## src/rtl/sa_result_drain_pkg.sv

```systemverilog
// Shared types and defaults for the systolic-array result drain.
// Partial-sum lane type, row bundle and sizing helpers.
package sa_result_drain_pkg;

  localparam int SA_N_DEFAULT     = 4;
  localparam int SA_DEPTH_DEFAULT = 8;
  localparam int SA_ACC_W         = 16;

  typedef logic signed [SA_ACC_W-1:0] int16_t;
  typedef int16_t psum_row_t [SA_N_DEFAULT];

  // Width of an occupancy counter that must reach depth itself.
  function automatic int cnt_w(input int depth);
    return $clog2(depth + 1);
  endfunction

endpackage

```

## src/rtl/sa_row_fifo.sv

```systemverilog
// Generic synchronous row FIFO with occupancy count.
// Head data reads as zero while empty so the output is clean after reset.
module sa_row_fifo
  import sa_result_drain_pkg::*;
#(
  parameter int DEPTH = SA_DEPTH_DEFAULT,
  parameter int W     = SA_N_DEFAULT * SA_ACC_W,
  localparam int AW   = (DEPTH > 1) ? $clog2(DEPTH) : 1,
  localparam int CW   = cnt_w(DEPTH)
) (
  input  logic          clk_i,
  input  logic          reset,
  input  logic          push,
  input  logic [W-1:0]  wdata,
  input  logic          pop,
  output logic [W-1:0]  rdata,
  output logic          full,
  output logic          empty,
  output logic [CW-1:0] count
);

  logic [W-1:0]  mem [DEPTH];
  logic [AW-1:0] wr_q;
  logic [AW-1:0] rd_q;
  logic [CW-1:0] cnt_q;
  logic          do_push;
  logic          do_pop;

  function automatic logic [AW-1:0] nxt(
    input logic [AW-1:0] p
  );
    return (p == AW'(DEPTH - 1)) ? '0 : p + 1'b1;
  endfunction

  assign full  = (cnt_q == CW'(DEPTH));
  assign empty = (cnt_q == '0);
  assign count = cnt_q;

  // A full FIFO still takes a row when the head leaves the same cycle.
  assign do_pop  = pop & ~empty;
  assign do_push = push & (~full | do_pop);

  assign rdata = empty ? '0 : mem[rd_q];

  // Pointer and occupancy bookkeeping.
  always_ff @(posedge clk_i) begin
    if (reset) begin
      wr_q  <= '0;
      rd_q  <= '0;
      cnt_q <= '0;
    end else begin
      if (do_push) wr_q <= nxt(wr_q);
      if (do_pop)  rd_q <= nxt(rd_q);
      if (do_push & ~do_pop)
        cnt_q <= cnt_q + 1'b1;
      else if (do_pop & ~do_push)
        cnt_q <= cnt_q - 1'b1;
    end
  end

  // Row storage; contents are don't-care until written.
  always_ff @(posedge clk_i) begin
    if (do_push) mem[wr_q] <= wdata;
  end

endmodule

```

## src/rtl/sa_result_drain.sv

```systemverilog
// De-skews bottom-row partial sums into aligned rows and buffers them.
// Raises stall early enough that an obedient array never overflows.
module sa_result_drain
  import sa_result_drain_pkg::*;
#(
  parameter int N     = SA_N_DEFAULT,
  parameter int DEPTH = SA_DEPTH_DEFAULT,
  parameter int ACC_W = SA_ACC_W,
  localparam int CW   = cnt_w(DEPTH)
) (
  input  logic               clk_i,
  input  logic               reset,
  input  logic [N*ACC_W-1:0] psum_i,
  input  logic [N-1:0]       psum_v_i,
  output logic [N*ACC_W-1:0] row_o,
  output logic               row_v_o,
  input  logic               row_ready_i,
  output logic               stall_o,
  output logic [CW-1:0]      count_o,
  output logic               overflow_o,
  output logic               skew_err_o
);

  // Sum of occupancy and in-flight rows stays below 2*DEPTH.
  localparam int SW = CW + 1;

  logic [N-1:0]       av;
  logic [N*ACC_W-1:0] ad;
  logic [N-2:0]       c0_v;
  logic               full;
  logic               empty;
  logic               push;
  logic               pop;
  logic               skew;
  logic               drop;
  logic [SW-1:0]      inflight;
  logic               stall_d;
  logic               stall_q;
  logic               ovf_q;
  logic               skw_q;

  for (genvar j = 0; j < N - 1; j++) begin : g_col
    localparam int S = N - 1 - j;
    logic [S-1:0]     v_q;
    logic [ACC_W-1:0] d_q [S];

    // Valid delay line for column j.
    always_ff @(posedge clk_i) begin
      if (reset) begin
        v_q <= '0;
      end else begin
        v_q[0] <= psum_v_i[j];
        for (int k = 1; k < S; k++)
          v_q[k] <= v_q[k-1];
      end
    end

    // Data delay line for column j, free-running.
    always_ff @(posedge clk_i) begin
      d_q[0] <= psum_i[j*ACC_W +: ACC_W];
      for (int k = 1; k < S; k++)
        d_q[k] <= d_q[k-1];
    end

    assign av[j]              = v_q[S-1];
    assign ad[j*ACC_W +: ACC_W] = d_q[S-1];

    if (j == 0) begin : g_c0
      assign c0_v = v_q;
    end
  end

  assign av[N-1]                  = psum_v_i[N-1];
  assign ad[(N-1)*ACC_W +: ACC_W] = psum_i[(N-1)*ACC_W +: ACC_W];

  assign push    = &av;
  assign skew    = (|av) & ~(&av);
  assign row_v_o = ~empty;
  assign pop     = row_v_o & row_ready_i;
  assign drop    = push & full & ~pop;

  sa_row_fifo #(
    .DEPTH (DEPTH),
    .W     (N * ACC_W)
  ) u_fifo (
    .clk_i (clk_i),
    .reset (reset),
    .push  (push),
    .wdata (ad),
    .pop   (pop),
    .rdata (row_o),
    .full  (full),
    .empty (empty),
    .count (count_o)
  );

  // Rows launched but not yet aligned, plus stall threshold.
  always_comb begin
    inflight = '0;
    for (int k = 0; k < N - 1; k++)
      inflight = inflight + SW'(c0_v[k]);
    stall_d = (SW'(count_o) + inflight) >= SW'(DEPTH - 1);
  end

  // Registered stall and sticky error flags.
  always_ff @(posedge clk_i) begin
    if (reset) begin
      stall_q <= 1'b0;
      ovf_q   <= 1'b0;
      skw_q   <= 1'b0;
    end else begin
      stall_q <= stall_d;
      if (drop) ovf_q <= 1'b1;
      if (skew) skw_q <= 1'b1;
    end
  end

  assign stall_o    = stall_q;
  assign overflow_o = ovf_q;
  assign skew_err_o = skw_q;

endmodule
```

## config.mk

```make
export PLATFORM = sky130hd
export DESIGN_NAME = sa_result_drain
export DESIGN_NICKNAME = d
export VERILOG_FILES = /design/src/rtl/sa_result_drain_pkg.sv /design/src/rtl/sa_row_fifo.sv /design/src/rtl/sa_result_drain.sv
export SDC_FILE = /design/constraint.sdc
export NUM_CORES = 1
export LEC_CHECK = 0
export ABC_AREA = 1
export CAP_MARGIN = 10
export CORE_MARGIN = 3
export CORE_UTILIZATION = 45
export DETAILED_ROUTE_END_ITERATION = 10
export HOLD_SLACK_MARGIN = 0.15
export PLACE_DENSITY = 0.62
export SYNTH_ARGS = -nofsm -noshare
export SYNTH_HDL_FRONTEND = slang
export SYNTH_HIERARCHICAL = 1
export SYNTH_SLANG_ARGS = --single-unit
```

## constraint.sdc

```tcl
create_clock -name clk_i -period 5.05 [get_ports clk_i]
set_input_delay 0.505 -clock clk_i [delete_from_list [all_inputs] [get_ports clk_i]]
set_output_delay 0.505 -clock clk_i [all_outputs]
set_load 0.02 [all_outputs]
```

==> impl_metrics.csv <==
group,metric,value,unit
clock_network,number_of_cells_upsized_or_downsized_after_cts,0,
floorplanning,standard_cell_row_count,86,
global_routing,gr-max-usage-layer,"met2",
finish,sequential_cell_area,0.01775,mm^2
timing,worst_slew_pin_slew,1.197,ns
clock_network,cts_post_setup_buffers_inserted,0,
worst_setup_path,crit_path_frequent_cell,"sky130_fd_sc_hd__nand2_1",
finish,final_core_util,0.5299,
synth,synthCells,2352,
route,route.vias.total,15770,
place,gp_congestion,0.7153,
synth,synth_edf_count,512,
timing,report.final.setup_viol,0,
power_and_ir_drop,pwr_density_cell,355.8,mW/mm^2
hold_path,worst_hold_class,"reg2reg",
synth,post_synth_main_area_contributors,"sky130_fd_sc_hd__edfxtp_1 (61%), sky130_fd_sc_hd__nand2_1 (12%), sky130_fd_sc_hd__dfxtp_1 (9.4%)",
synth,netlist.top_cell.by_area,"sky130_fd_sc_hd__edfxtp_1",
clock_network,ctsHtreeMaxLevel,3,
worst_setup_path,worstSetupEndpointType,"output port",
route,detail_route.vias_per_cell,4.808,
synth,synth_compound_gate_area_share,0.002229,
route,route.detailed.wl_per_inst,16.61,um
timing,finalHoldViolations,0,
worst_setup_path,arrival,3.74,ns
power_and_ir_drop,design_power_total,10.43,mW
clock_network,clock_sink_count,630,
finish,layout_cell_area_excl_fill,0.02931,mm^2
synth,postSynth.topFlopCell,"sky130_fd_sc_hd__edfxtp_1",
floorplanning,die_h,242.9,um
global_routing,met2_global_route_usage,0.3161,
synth,synth_area_in_simple_gates,0.2137,
clock_network,cts_root_buffer,"sky130_fd_sc_hd__clkbuf_16",
synth,synth.avg_cell_area,10.74,um^2
timing,finalWorstSetupSlack,0.8042,ns
route,detail_route.wirelength,54.49,mm
global_routing,grt_pass1_wl,86.08,mm
route,final_antenna_net_count,0,
clock_network,cts-buffers-inserted,67,
worst_setup_path,cp_data_required_time,4.55,ns
clock_network,cts_hold_buffers,0,
timing,post-route-period-util,0.8408,
synth,yosys_warnings,6,
worst_setup_path,critical_path_peak_fanout,155,
route,drt_drc_violations_left,0,
global_routing,global_route.overflow_total,0,
floorplanning,core_area,0.05531,mm^2
floorplanning,die_x,242.9,um
timing,achievable_freq,235.5,MHz
route,initialDrtViolationCount,1044,
synth,synth_fa_ha_area_frac,0.006834,
global_routing,met3_usage,0.03546,
worst_setup_path,worstSetupStartpointType,"flip-flop",
clock_network,clock_latency_on_the_worst_skew_pair,0.59,ns
worst_setup_path,crit_buf_inv,3,
synth,mappedNetlistArea,0.02526,mm^2
power_and_ir_drop,vdd_ir_drop_max,0.0002828,V
synth,yosys.cell_count.top_type,"sky130_fd_sc_hd__nand2_1",
worst_setup_path,critPathMaxStageDelay,0.80,ns
finish,multi_input_comb_area,0.005713,mm^2
flow_run,cap_violations,0,
timing,timing.final.crit_period,4.246,ns
synth,main_combinational_cell_family_by_area_after_synthesis,"simple AND/OR/NAND/NOR gates",
global_routing,global_route.usage.met1,0.2428,
synth,synth_xor_xnor_area_share,0.0006933,
synth,ys_ff_latch,630,
global_routing,first_global_vias,15330,
finish,synthToLayoutAreaGrowth,16.00,%
global_routing,grt_use_total,0.1863,
floorplanning,initial_core_util,0.4568,
timing,drv_slew,0,
synth,ys_async_sr_fraction,0,
synth,top_area_cell_type_share_of_the_netlist_area,0.6086,
place,place_worst_setup_slack,1.327,ns
finish,fin_cells,3280,
synth,net_count_of_the_mapped_netlist,2435,
clock_network,tritoncts,"done",
finish,finish.net_count,2567,
worst_setup_path,critical_path.cell_chain,"inv_8 > buf_4 > nand2_2 > nand2_1 > nand2_1 > nand2_1 > nor2_1 > nor2_1 > clkdlybuf4s50_1",
finish,fillers,4787,
worst_setup_path,worst-setup-path-type,"reg2out",
place,port_buffers,142,
finish,drive_gt1_frac,0.09798,
synth,ys_top_cells_by_count,"sky130_fd_sc_hd__nand2_1 (827), sky130_fd_sc_hd__edfxtp_1 (512), sky130_fd_sc_hd__inv_1 (288)",
floorplanning,die-area,0.05902,mm^2
place,dp_hpwl,28.22,mm
timing,rsz_0062_raised_after_global_routing,"false",
place,placedCellCount,3163,
timing,slew-limit-headroom,0.2022,
synth,seq_area_frac_synth,0.7021,
global_routing,antenna_found_initial,1,
timing,fin_skew,0.02643,ns
worst_setup_path,cp_slowest_cell,"sky130_fd_sc_hd__inv_8",
floorplanning,pin_count,143,
place,placed_cell_area,0.02722,mm^2
synth,synth_cell_type_count,27,
worst_setup_path,crit_family,"buffers and inverters",
clock_network,clock_path_buffers,3,
synth,post_synth_mux_area_share,0,
power_and_ir_drop,total_leakage_power,11.78,nW
status,result_of_the_run,"complete, no violations",
global_routing,grt_start_max_net_pins,156,
clock_network,cts.reportedPaths.clkPinSlew,0.06,ns
route,drt_pass1_iterations,5,
-- registers in the layout, summed over array words and instances, names as in the netlist, named ones only --
register,cells
c0_v,3
u_fifo/wr_q,3
u_fifo/mem,512
skew_err_o,1
u_fifo/rd_q,3
g_col.d_q,96
u_fifo/count,4
stall_o,1
g_col.v_q,3
overflow_o,1
-- cell usage in the layout (no fill, tap or decap), types with 2 or more instances in the layout --
cell,count
sky130_fd_sc_hd__nor2_1,154
sky130_fd_sc_hd__bufinv_16,3
sky130_fd_sc_hd__xor2_1,2
sky130_fd_sc_hd__nand2_2,100
sky130_fd_sc_hd__o21ai_0,2
sky130_fd_sc_hd__clkinv_2,17
sky130_fd_sc_hd__nand3_1,204
sky130_fd_sc_hd__inv_1,287
sky130_fd_sc_hd__dfxtp_4,3
sky130_fd_sc_hd__a21oi_1,7
sky130_fd_sc_hd__inv_8,2
sky130_fd_sc_hd__clkbuf_8,5
sky130_fd_sc_hd__clkbuf_16,69
sky130_fd_sc_hd__clkinvlp_4,3
sky130_fd_sc_hd__inv_6,2
sky130_fd_sc_hd__buf_4,21
sky130_fd_sc_hd__ha_1,9
sky130_fd_sc_hd__inv_2,3
sky130_fd_sc_hd__dfxtp_1,115
sky130_fd_sc_hd__clkdlybuf4s50_1,142
sky130_fd_sc_hd__fa_1,3
sky130_fd_sc_hd__nand2_1,827
sky130_fd_sc_hd__buf_12,7
sky130_fd_sc_hd__clkbuf_1,12
sky130_fd_sc_hd__edfxtp_1,512
sky130_fd_sc_hd__nor2_4,9
sky130_fd_sc_hd__clkinv_1,4
-- path summary, 6_finish.rpt --
path / startpoint / depth (start not counted) / slack, ns / endpoint
max: flip-flop / 9 / 0.80 / row_o[17]
min: g_col[0].d_q[0][19] / 0 / 0.31 / g_col[0].d_q[0][35]
max reg2reg: u_fifo/count[2] / 13 / 1.55 / u_fifo/mem[3][7]
min reg2reg: g_col[0].d_q[0][19] / 0 / 0.31 / g_col[0].d_q[0][35]
-- final cells by class --
type | instances | share of cell area
Antenna cell | 1 | 0.00008539
Clock buffer | 86 | 0.06280
Clock inverter | 30 | 0.008240
Inverter | 292 | 0.03774
Multi-Input combinational cell | 1323 | 0.1949
Sequential cell | 630 | 0.6056
Tap cell | 748 | 0.03193
Timing Repair Buffer | 170 | 0.05866
-- cells by family (layout without fill, tap and decap cells) --
| logic type | count (synthesis) | after routing |
|---|---|---|
| xor+xnor | 2 | 2 |
| buf+inv | 399 | 578 |
| compound gates | 11 | 11 |
| fa+ha+maj | 12 | 12 |
| simple gates | 1298 | 1298 |
| flops | 630 | 630 |
| other cells | 0 | 1 |
-- power by group --
| part | switching [mW] | internal (mW) | total [mW] |
|---|---|---|---|
| logic | 0.0363 | 0.0550 | 0.0912 |
| clock network | 1.91 | 2.73 | 4.64 |
| registers | 0.0457 | 5.65 | 5.69 |
-- metrics by stage --
stage | hold slack [ns] | setup TNS (ns)
after floorplan | 0.3096 | -48.14
after global placement | 0.3102 | 0
after detailed placement | 0.3121 | 0
after CTS | 0.3054 | 0
after global routing | 0.3188 | 0
final | 0.3093 | 0
-- per-layer routing --
| layer | wire length (um) | part of all wire |
|---|---|---|
| met5 | 0 | 0 |
| met4 | 1406 | 0.026 |
| met3 | 2810 | 0.052 |
| met2 | 26680 | 0.49 |
| met1 | 23600 | 0.43 |
No activity file was read; power rests on OpenSTA's default activity.
